### src/rtl/piso_tx_pkg.sv
`default_nettype none
// ============================================================================
// Module      : piso_tx_pkg
// Description : Shared types and defaults for the two-requester PISO
//               transmitter: the controller state enum, the default word
//               width and inter-word gap, and the gap counter width.
// Ports       : none (package)
// Revision    : 1.0 - initial release
// ============================================================================
package piso_tx_pkg;

   typedef enum logic [1:0] {
      IDLE  = 2'd0,
      SHIFT = 2'd1,
      GAPW  = 2'd2
   } state_t;

   localparam int DEF_WIDTH = 4;
   localparam int DEF_GAP   = 0;

   // GAP is limited to 0..15, so four bits always hold the gap count
   localparam int GAP_CNT_W = 4;

endpackage
`default_nettype wire

### src/rtl/piso_shift.sv
`default_nettype none
// ============================================================================
// Module      : piso_shift
// Description : Parallel-load, MSB-first shift register. Load has priority
//               over shift; each shift moves the word one place toward the
//               MSB and fills the LSB with 0.
// Ports       : clk      - clock, rising edge
//               rst      - synchronous active-high reset, clears the register
//               load     - capture din this edge
//               shift_en - shift left by one this edge
//               din      - parallel word [WIDTH-1:0]
//               msb      - current MSB of the register
// Revision    : 1.0 - initial release
// ============================================================================
module piso_shift #(
   parameter int WIDTH = 4
) (
   input  logic             clk,
   input  logic             rst,
   input  logic             load,
   input  logic             shift_en,
   input  logic [WIDTH-1:0] din,
   output logic             msb
);

   logic [WIDTH-1:0] sreg;

   always_ff @(posedge clk) begin
      if (rst) begin
         sreg <= '0;
      end else if (load) begin
         sreg <= din;
      end else if (shift_en) begin
         sreg <= sreg << 1;
      end
   end

   assign msb = sreg[WIDTH-1];

endmodule
`default_nettype wire

### src/rtl/piso_tx_arb.sv
`default_nettype none
// ============================================================================
// Module      : piso_tx_arb
// Description : Two-requester round-robin arbiter feeding a parallel-in
//               serial-out transmitter. A word is accepted only in IDLE, then
//               shifted out MSB first over WIDTH cycles, followed by GAP idle
//               cycles before the next acceptance.
// Ports       : clk, rst               - clock / synchronous active-high reset
//               req0_valid/data/ready  - requester 0 handshake
//               req1_valid/data/ready  - requester 1 handshake
//               so, so_valid, so_first - serial bit, bit valid, first bit
//               so_src                 - requester owning the word on so
//               busy                   - controller not in IDLE
// Revision    : 1.0 - initial release
// ============================================================================
module piso_tx_arb
   import piso_tx_pkg::*;
#(
   parameter int WIDTH = DEF_WIDTH,
   parameter int GAP   = DEF_GAP
) (
   input  logic             clk,
   input  logic             rst,
   input  logic             req0_valid,
   input  logic [WIDTH-1:0] req0_data,
   output logic             req0_ready,
   input  logic             req1_valid,
   input  logic [WIDTH-1:0] req1_data,
   output logic             req1_ready,
   output logic             so,
   output logic             so_valid,
   output logic             so_first,
   output logic             so_src,
   output logic             busy
);

   localparam int CNT_W = $clog2(WIDTH + 1);

   state_t                 state, state_nxt;
   logic [CNT_W-1:0]       bit_cnt, bit_cnt_nxt;
   logic [GAP_CNT_W-1:0]   gap_cnt, gap_cnt_nxt;
   logic                   last_grant, last_grant_nxt;
   logic                   src, src_nxt;
   logic                   grant1;
   logic                   idle_ok;
   logic                   take;
   logic                   shift_en;
   logic                   msb;
   logic                   in_shift;
   logic [WIDTH-1:0]       load_data;

   // Requester 1 wins when it is alone, or when both compete and requester 0
   // was served last.
   assign grant1     = req1_valid && (!req0_valid || !last_grant);
   assign idle_ok    = (state == IDLE) && !rst;
   assign req0_ready = idle_ok && req0_valid && !grant1;
   assign req1_ready = idle_ok && grant1;
   assign take       = req0_ready || req1_ready;
   assign load_data  = grant1 ? req1_data : req0_data;

   always_ff @(posedge clk) begin
      if (rst) begin
         state      <= IDLE;
         bit_cnt    <= '0;
         gap_cnt    <= '0;
         last_grant <= 1'b1;
         src        <= 1'b0;
      end else begin
         state      <= state_nxt;
         bit_cnt    <= bit_cnt_nxt;
         gap_cnt    <= gap_cnt_nxt;
         last_grant <= last_grant_nxt;
         src        <= src_nxt;
      end
   end

   always_comb begin
      state_nxt      = state;
      bit_cnt_nxt    = bit_cnt;
      gap_cnt_nxt    = gap_cnt;
      last_grant_nxt = last_grant;
      src_nxt        = src;
      shift_en       = 1'b0;
      case (state)
         IDLE: begin
            if (take) begin
               state_nxt      = SHIFT;
               bit_cnt_nxt    = CNT_W'(WIDTH);
               src_nxt        = grant1;
               last_grant_nxt = grant1;
            end
         end
         SHIFT: begin
            shift_en = 1'b1;
            // bit_cnt counts bits still to present, including the current one
            if (bit_cnt == CNT_W'(1)) begin
               bit_cnt_nxt = '0;
               if (GAP > 0) begin
                  state_nxt   = GAPW;
                  gap_cnt_nxt = GAP_CNT_W'(GAP);
               end else begin
                  state_nxt = IDLE;
               end
            end else begin
               bit_cnt_nxt = bit_cnt - CNT_W'(1);
            end
         end
         GAPW: begin
            if (gap_cnt == GAP_CNT_W'(1)) begin
               state_nxt   = IDLE;
               gap_cnt_nxt = '0;
            end else begin
               gap_cnt_nxt = gap_cnt - GAP_CNT_W'(1);
            end
         end
         default: state_nxt = IDLE;
      endcase
   end

   piso_shift #(
      .WIDTH (WIDTH)
   ) u_shift (
      .clk      (clk),
      .rst      (rst),
      .load     (take),
      .shift_en (shift_en),
      .din      (load_data),
      .msb      (msb)
   );

   // Outputs are forced quiet while rst is high, including the first reset
   // cycle before the state register has been cleared.
   assign in_shift = (state == SHIFT) && !rst;
   assign so       = in_shift && msb;
   assign so_valid = in_shift;
   assign so_first = in_shift && (bit_cnt == CNT_W'(WIDTH));
   assign so_src   = in_shift && src;
   assign busy     = (state != IDLE) && !rst;

endmodule
`default_nettype wire

### config.mk
export PLATFORM = sky130hd
export DESIGN_NAME = piso_tx_arb
export DESIGN_NICKNAME = d
export VERILOG_FILES = /design/src/rtl/piso_tx_pkg.sv /design/src/rtl/piso_shift.sv /design/src/rtl/piso_tx_arb.sv
export SDC_FILE = /design/constraint.sdc
export NUM_CORES = 1
export LEC_CHECK = 0
export ABC_AREA = 1
export CAP_MARGIN = 10
export CELL_PAD_IN_SITES_DETAIL_PLACEMENT = 1
export CELL_PAD_IN_SITES_GLOBAL_PLACEMENT = 1
export CORE_MARGIN = 5
export CORE_UTILIZATION = 29
export CTS_CLUSTER_DIAMETER = 150
export DETAILED_ROUTE_END_ITERATION = 10
export PLACE_DENSITY = 0.74
export RECOVER_POWER = 50
export SLEW_MARGIN = 20
export SYNTH_ARGS = -nofsm -noshare
export SYNTH_HDL_FRONTEND = slang
export SYNTH_HIERARCHICAL = 1
export SYNTH_SLANG_ARGS = --single-unit
### constraint.sdc
create_clock -name clk -period 1.8 [get_ports clk]
set_clock_uncertainty 0.2 [all_clocks]
set_input_delay 0.45 -clock clk [delete_from_list [all_inputs] [get_ports clk]]
set_output_delay 0.45 -clock clk [all_outputs]
set_load 0.005 [all_outputs]
# Word-level counts from Yosys, hierarchy flattened
# Index checks and enable logic that the tools add are counted.
[word_totals] rom_bits=0 latch_bits=0 output_inout_bits=7 in_bits=12 elab_cells=51 mem_bits_rw=0 regBits=15 memories=0
[op_classes] shifts=0 div_mod_pow=0 reduce_logical=23 n_eq_ne=8 n_bitwise=0 mul=0 muxes=12 n_addsub=2 n_lt_le_gt_ge=0
[ops] op="2-to-1 mux 4 bit" n=4
[ops] op="logical AND 1 bit" n=10
[ops] op="2-to-1 mux 2 bit" n=3
[ops] op="2-to-1 mux 3 bit" n=2
[ops] op="!= test 2 bit (second input constant)" n=3
[ops] op="one-hot mux 2 bit (3 select lines)" n=1
[ops] op="one-hot mux 3 bit (2 select lines)" n=1
[ops] op="nonzero test 2 bit" n=3
[ops] op="equality test 4 x 1 -> 1 bit (second input constant)" n=1
[ops] op="logical NOT 1 bit" n=4
[ops] op="AND reduction 2 bit" n=2
[ops] op="subtractor 4 x 1 -> 4 bit (second input constant)" n=1
[ops] op="equality test 3 x 1 -> 1 bit (second input constant)" n=1
[ops] op="equality test 3 bit (second input constant)" n=1
[ops] op="AND reduction 3 bit" n=1
[ops] op="subtractor 3 x 1 -> 3 bit (second input constant)" n=1
[ops] op="equality test 2 x 1 -> 1 bit (second input constant)" n=1
[ops] op="equality test 2 bit (second input constant)" n=1
[ops] op="logical NOT 2 bit" n=1
[ops] op="logical OR 1 bit" n=2
[ops] op="2-to-1 mux 1 bit" n=1

# Depth between registers and ports, before layout
# Gate-level depths: netlist of the first run.
[logic_depth] depth_word=8 ltp_mapped=9 depth_no_buf=9

# Modules after synthesis
# The synthesis of the first run kept the hierarchy.
[by_module_without_submodules] module="piso_tx_arb" cells_each=64 area_each_um2=402.9 seq_area_each_um2=120.1 instances=1
[by_module_without_submodules] module="piso_shift" cells_each=29 area_each_um2=187.7 seq_area_each_um2=80.1 instances=1

# Least setup slack after synthesis of the first run
# No wires, ideal clock.
[synth_timing] path_type="reg2out" startpoint="register state[0]" endpoint="output so" t_required_ps=1150 n_path_buf=0 setup_slack_ps=244 t_arrival_ps=906 stages_incl_launch_ff=5 cell_sequence="dfxtp_1 -> inv_1 -> nor2_1 -> inv_1 -> nor2_1"
[synth_between] elab_chain_cells=3
[synth_rtl] item="from (decl)" line="piso_tx_arb.sv:39" rtl="state_t state, state_nxt;"
[synth_rtl] item="from (signal assigned)" line="piso_tx_arb.sv:69" rtl="state <= state_nxt;"
[synth_rtl] item="equality test 2 x 1 -> 1 bit" line="piso_tx_arb.sv:133" rtl="assign in_shift = (state == SHIFT) && !rst;"
[synth_rtl] item="logical AND 1 bit" line="piso_tx_arb.sv:133"
[synth_rtl] item="logical AND 1 bit" line="piso_tx_arb.sv:134" rtl="assign so = in_shift && msb;"
[synth_rtl] item="to (decl)" line="piso_tx_arb.sv:30" rtl="output logic so,"
# No other way between the ends.

# Worst setup path in the final report of the first run
[layout_timing] startpoint="register state[0]" endpoint="output req1_ready"
[layout_between] elab_chain_cells=3
[layout_rtl] item="logical NOT 2 bit" line="piso_tx_arb.sv:55" rtl="assign idle_ok = (state == IDLE) && !rst;"
[layout_rtl] item="logical AND 1 bit" line="piso_tx_arb.sv:55"
[layout_rtl] item="logical AND 1 bit" line="piso_tx_arb.sv:57" rtl="assign req1_ready = idle_ok && grant1;"
[layout_rtl] item="to (decl)" line="piso_tx_arb.sv:29" rtl="output logic req1_ready,"
# No other way between the ends.

==> run metrics, run 1 <==
syn_nets 108; # Max-Cap Violations 0; number of global-route vias before repair just under 800; Root Buffer Master clkbuf_4; clk buf depth 2; slowest stage delay, CP about 0.33 ns; final non-filler cell total 156; Cells after DPL about 150; pwr dens 730 nW/um2; residual DRC count 0; initial antenna violation count 0; fin util 48.0%; Layout Nets 145; RSZ-0062 raised after global routing yes; Post-DRT Antenna Nets 0; Place WS -0.676 ns; relative slew slack 88.5%; fin crit share a little over nine tenths; synthesized area 591 um2; arrival time at the worst endpoint ~1.1 ns; Remaining Overflow, GRT 0; drt wl/cell 11.2 um; cell area after layout between 900 and 1000 um2; share of post-route cells with drive strength above 1 35.7%; min Tclk post-route 1.74 ns; HP Class flip-flop to flip-flop; Slew Limit Fails 0; Port Buffer Count 18; Worst-Skew Late Latency 0.27 ns; Required @ worst endpoint around 1.2 ns; top-area cell type share of the netlist area 33.9%; CP max FO 2; Worst path slowest cell dfxtp_2; worst reg2reg path depth 10; worst hold stages 2; full die area 3040 um2; count of final hold-check violations 0; n_diodes 0; Tot Pwr 0.680 mW; detailed placer's ending HPWL 1430 um; hold_ws 0.265 ns; CTS clk-pin slew, worst paths 0.08 ns; filler instances 262; Layout Area Growth over Synthesis 57.8%; Worst Slack Setup Final 0.0562 ns; Leak 0.494 nW; CTS tree built; post-synth cell types 16; Synth area leaders dfxtp_1 34%, nand2_1 21%, inv_1 10%; Vias/cell 4.49; DRT Wirelength 1740 um; total negative slack 0 ns; GRT Total Usage 14.2%; core area between 1500 and 2000 um2; largest net degree at the start of global routing 7; Initial Util 30.4%; Yosys warning total 6; commonest non-fill, non-tap cell in the layout nand2_1; status finished, final reports clean; crit path capture type output port; post-synth top area cell dfxtp_1; H-tree levels 1; Setup violations, final 0; CTS buffer count 3; sequential share of the synthesized area 33.9%; gpl congestion around 0.76; Post-CTS Hold Fix Bufs 0; VDD IR max 0.000231 V; fmax between 500 and 600 MHz; row count 16; via count 701; clk sinks 10; CP Launch Type flip-flop; Die W 55.1 um; Detailed Routing Iterations Pass 1 4; Critical Path, Cell by Cell buf_6 -> nor2_4 -> nand3_2 -> inv_1 -> buf_2; crit path kind flip-flop to output port; num ports 19; Die Y 55.1 um; placed inst area 902 um2; Syn Inst Count just over 90; Yosys reg bits 10; commonest non-fill, non-tap cells in the layout 31 x nand2_1, 14 x inv_1, 14 x buf_4; Avg Inst Size Synth about 6.4 um2; first-pass GRT wire length 3160 um; First DRT Iteration DRCs 8; Least-Margin Pin Slew 0.170 ns
## cell families (layout without fill, tap and decap cells)
group / count (synthesis) / count (layout) / synth area share, %
adders and majority gates: 3 / 3 / 6.36
AOI/OAI and AO/OA: 9 / 9 / 8.90
DFF: 10 / 10 / 33.9
and+or+nand+nor: 53 / 53 / 38.8
buffers and inverters: 18 / 54 / 12.1
## synth_stat cells
cell type and count:
inv_2 1, nand2_1 33, nor2_1 8, nand4_1 1
inv_1 16, o21ai_1 1, ha_1 3, nand3_1 6
a21oi_2 2, nor2_2 2, dfxtp_1 10, nand2_2 1
o21ai_0 2, buf_4 1, nand3_2 2, a21oi_1 4
## registers in the layout (all words and copies together) (netlist names)
signal / flops
bit_cnt: 3
last_grant: 1
src: 1
state: 1
u_shift/sreg: 4
## critical path, delay by kind of cell (launching register included)
| family | cells | cell delay (ns) |
|---|---|---|
| buffers and inverters | 3 | 0.27 |
| DFF | 1 | 0.33 |
| and+or+nand+nor | 2 | 0.22 |
## layout make-up
class / count / area, um2 / share of cell area [%]
Timing Repair Buffer: 33 / 255 / 27.4
Multi-Input combinational cell: 65 / 339 / 36.4
Tap cell: 27 / 33.8 / 3.62
Sequential cell: 10 / 204 / 21.9
Inverter: 17 / 63.8 / 6.85
Clock buffer: 4 / 36.3 / 3.89
## layer usage
layer / vias up / global-route usage (%) / share of wire [%]
li1: 359 / - / -
met1: 317 / 14.3 / 40
met5: - / 0 / 0
met2: 25 / 28.9 / 54
met3: 0 / 1.88 / 5.2
met4: 0 / 4.86 / 0
## power by group
| part | switching, mW | internal [mW] |
|---|---|---|
| combinational | 0.106 | 0.103 |
| sequential | 0.0142 | 0.245 |
| clock | 0.0885 | 0.123 |
| total | 0.209 | 0.471 |
## worst paths after layout
path | from | end | slack (ns)
worst min-delay path | u_shift/sreg[0] | u_shift/sreg[0] | 0.27
worst min register to register | u_shift/sreg[0] | u_shift/sreg[0] | 0.27
worst max-delay path | state[0] | req1_ready | 0.06
worst max register to register | state[0] | u_shift/sreg[3] | 0.18
## repair_timing
item                                    CTS  global route
resized for setup                        33            12
setup buffers                             1             0
pin swaps                                 5             1
endpoints found under the setup margin   11             7
hold endpoints to repair                  0             0
(Power assumes the default switching activity.)
==> run 2, diff against run 1 <==
==> constraint.sdc (replaced) <==
create_clock -name clk -period 1.8 [get_ports clk]
set_clock_uncertainty 0.2 [all_clocks]
set_input_delay 0.36 -clock clk [delete_from_list [all_inputs] [get_ports clk]]
set_output_delay 0.36 -clock clk [all_outputs]
set_load 0.005 [all_outputs]
==> run 2 against run 1 <==
Maximum frequency is 2.0% higher. Sequential share of layout area is 0.80 points higher. Count of clock-buffer cells in the layout is 1 lower. Die area stayed put. Via count is 3.4% lower. Largest cell class unchanged.
==> run metrics, run 2 (synthesized netlist as in run 1, its figures left out) <==
Leak about 0.5 nW; initial antenna violation count 0; core area 1940 um2; count of final hold-check violations 0; gpl congestion 0.771; Worst path slowest cell dfxtp_2; CP Launch Type flip-flop; Vias/cell between 4 and 5; pwr dens 673 nW/um2; slowest stage delay, CP 0.33 ns; first-pass GRT wire length 3070 um; Port Buffer Count 18; Worst-Skew Late Latency 0.27 ns; # Max-Cap Violations 0; CTS buffer count 3; Least-Margin Pin Slew 0.264 ns; First DRT Iteration DRCs 10; fmax 585 MHz; RSZ-0062 raised after global routing no; num ports 19; Initial Util a little under a third; VDD IR max around 0.00026 V; largest net degree at the start of global routing 6; detailed placer's ending HPWL 1300 um; filler instances 267; HP Class flip-flop to flip-flop; crit path buf inv count 2; n_diodes 0; final non-filler cell total 155; commonest non-fill, non-tap cells in the layout 34 x nand2_1, 13 x inv_1, 11 x buf_4; Slew Limit Fails 0; GRT Total Usage 14.2%; Critical Path, Cell by Cell inv_2 -> ha_1 -> nand2_1 -> nor2_1 -> clkdlybuf4s15_1; number of global-route vias before repair between 700 and 800; min Tclk post-route 1.71 ns; CP max FO 3; drt wl/cell 10.9 um; commonest non-fill, non-tap cell in the layout nand2_1; Layout Nets roughly 150; Die Y 55.1 um; DRT Wirelength 1680 um; via count 677; residual DRC count 0; Required @ worst endpoint 1.24 ns; row count 16; crit path kind flip-flop to output port; relative slew slack 82.4%; Regs by FF count u_shift/sreg x4, bit_cnt x3; fin crit share 95.0%; crit path capture type output port; arrival time at the worst endpoint 1.15 ns; Layout Area Growth over Synthesis 53.2%; share of post-route cells with drive strength above 1 28.9%; Detailed Routing Iterations Pass 1 4; clk buf depth 2; Setup violations, final 0; Cells after DPL between 100 and 150; CTS tree built; Remaining Overflow, GRT 0; clk sinks 10; flip-flop count of the largest register after layout 4; Root Buffer Master clkbuf_4; CTS clk-pin slew, worst paths 0.07 ns; status finished, final reports clean; Top reg by flops u_shift/sreg; Post-DRT Antenna Nets 0; total negative slack 0 ns; full die area 3040 um2; Die W 55.1 um; delay-heaviest family, CP flip-flops; H-tree levels 1
-- run 2: cell types whose count changed in the layout (fill, tap and decap cells not counted), moves of 2 or more --
cell	delta
clkbuf_2	+2
clkbuf_4	+2
dlygate4sd2_1	+3
nand2_1	+3
buf_2	-4
nand2_2	-3
buf_4	-3
-- run 2: timing repair --
action | CTS | global route
resized for setup | 18 | 14
setup buffers | 2 | 1
setup endpoints to repair | 10 | 5
pin swaps | 4 | 1
hold buffers | 0 | 0
-- run 2: where the power goes --
part	switching (mW)	leakage [nW]	internal (mW)
clock network	0.0774	0.0138	0.0772
logic	0.100	0.390	0.0941
registers	0.0142	0.0831	0.246
total	0.192	0.487	0.417
-- run 2: per-stage QoR --
stage	util, %	hold slack, ns	cell area [um2]	total power [mW]	worst slack, ns
final	46.6	0.241	905	0.609	0.0903
after global routing	46.6	0.261	905	0.659	0.00525
after CTS	47.8	0.249	928	0.618	0.00446
after detailed placement	45.7	0.255	887	0.455	-0.538
after global placement	45.7	0.247	887	0.448	-0.464
after floorplan	-	0.222	591	0.361	0.334
-- run 2: layout make-up --
type | instances | area [um2] | share of cell area (%)
sequential | 10 | 205 | 22.7
tap | 27 | 33.8 | 3.73
multi-input combinational | 65 | 323 | 35.7
inverter | 17 | 63.8 | 7.05
timing repair buffer | 33 | 256 | 28.4
clock buffer | 3 | 22.5 | 2.49
-- run 2: per-layer routing --
layer	vias up	wire length, um	track usage, %
li1	355	-	-
met1	301	768	16.3
met2	21	832	25.4
met3	0	82	2.95
met4	0	0	6.07
met5	-	0	0
-- run 2: final timing paths --
check	start	end	slack, ns	depth (start not counted)
worst min-delay path	bit_cnt[0]	bit_cnt[0]	0.24	1
worst min register to register	bit_cnt[0]	bit_cnt[0]	0.24	1
worst max-delay path	bit_cnt[1]	so_first	0.09	5
worst max register to register	state[0]	u_shift/sreg[3]	0.16	10
-- run 2: worst reg2reg max path, delay by kind of cell (launching register included) --
| family | cells | cell delay [ns] |
|---|---|---|
| buffers and inverters | 4 | 0.51 |
| flip-flops | 1 | 0.32 |
| AND/OR/NAND/NOR | 6 | 0.57 |
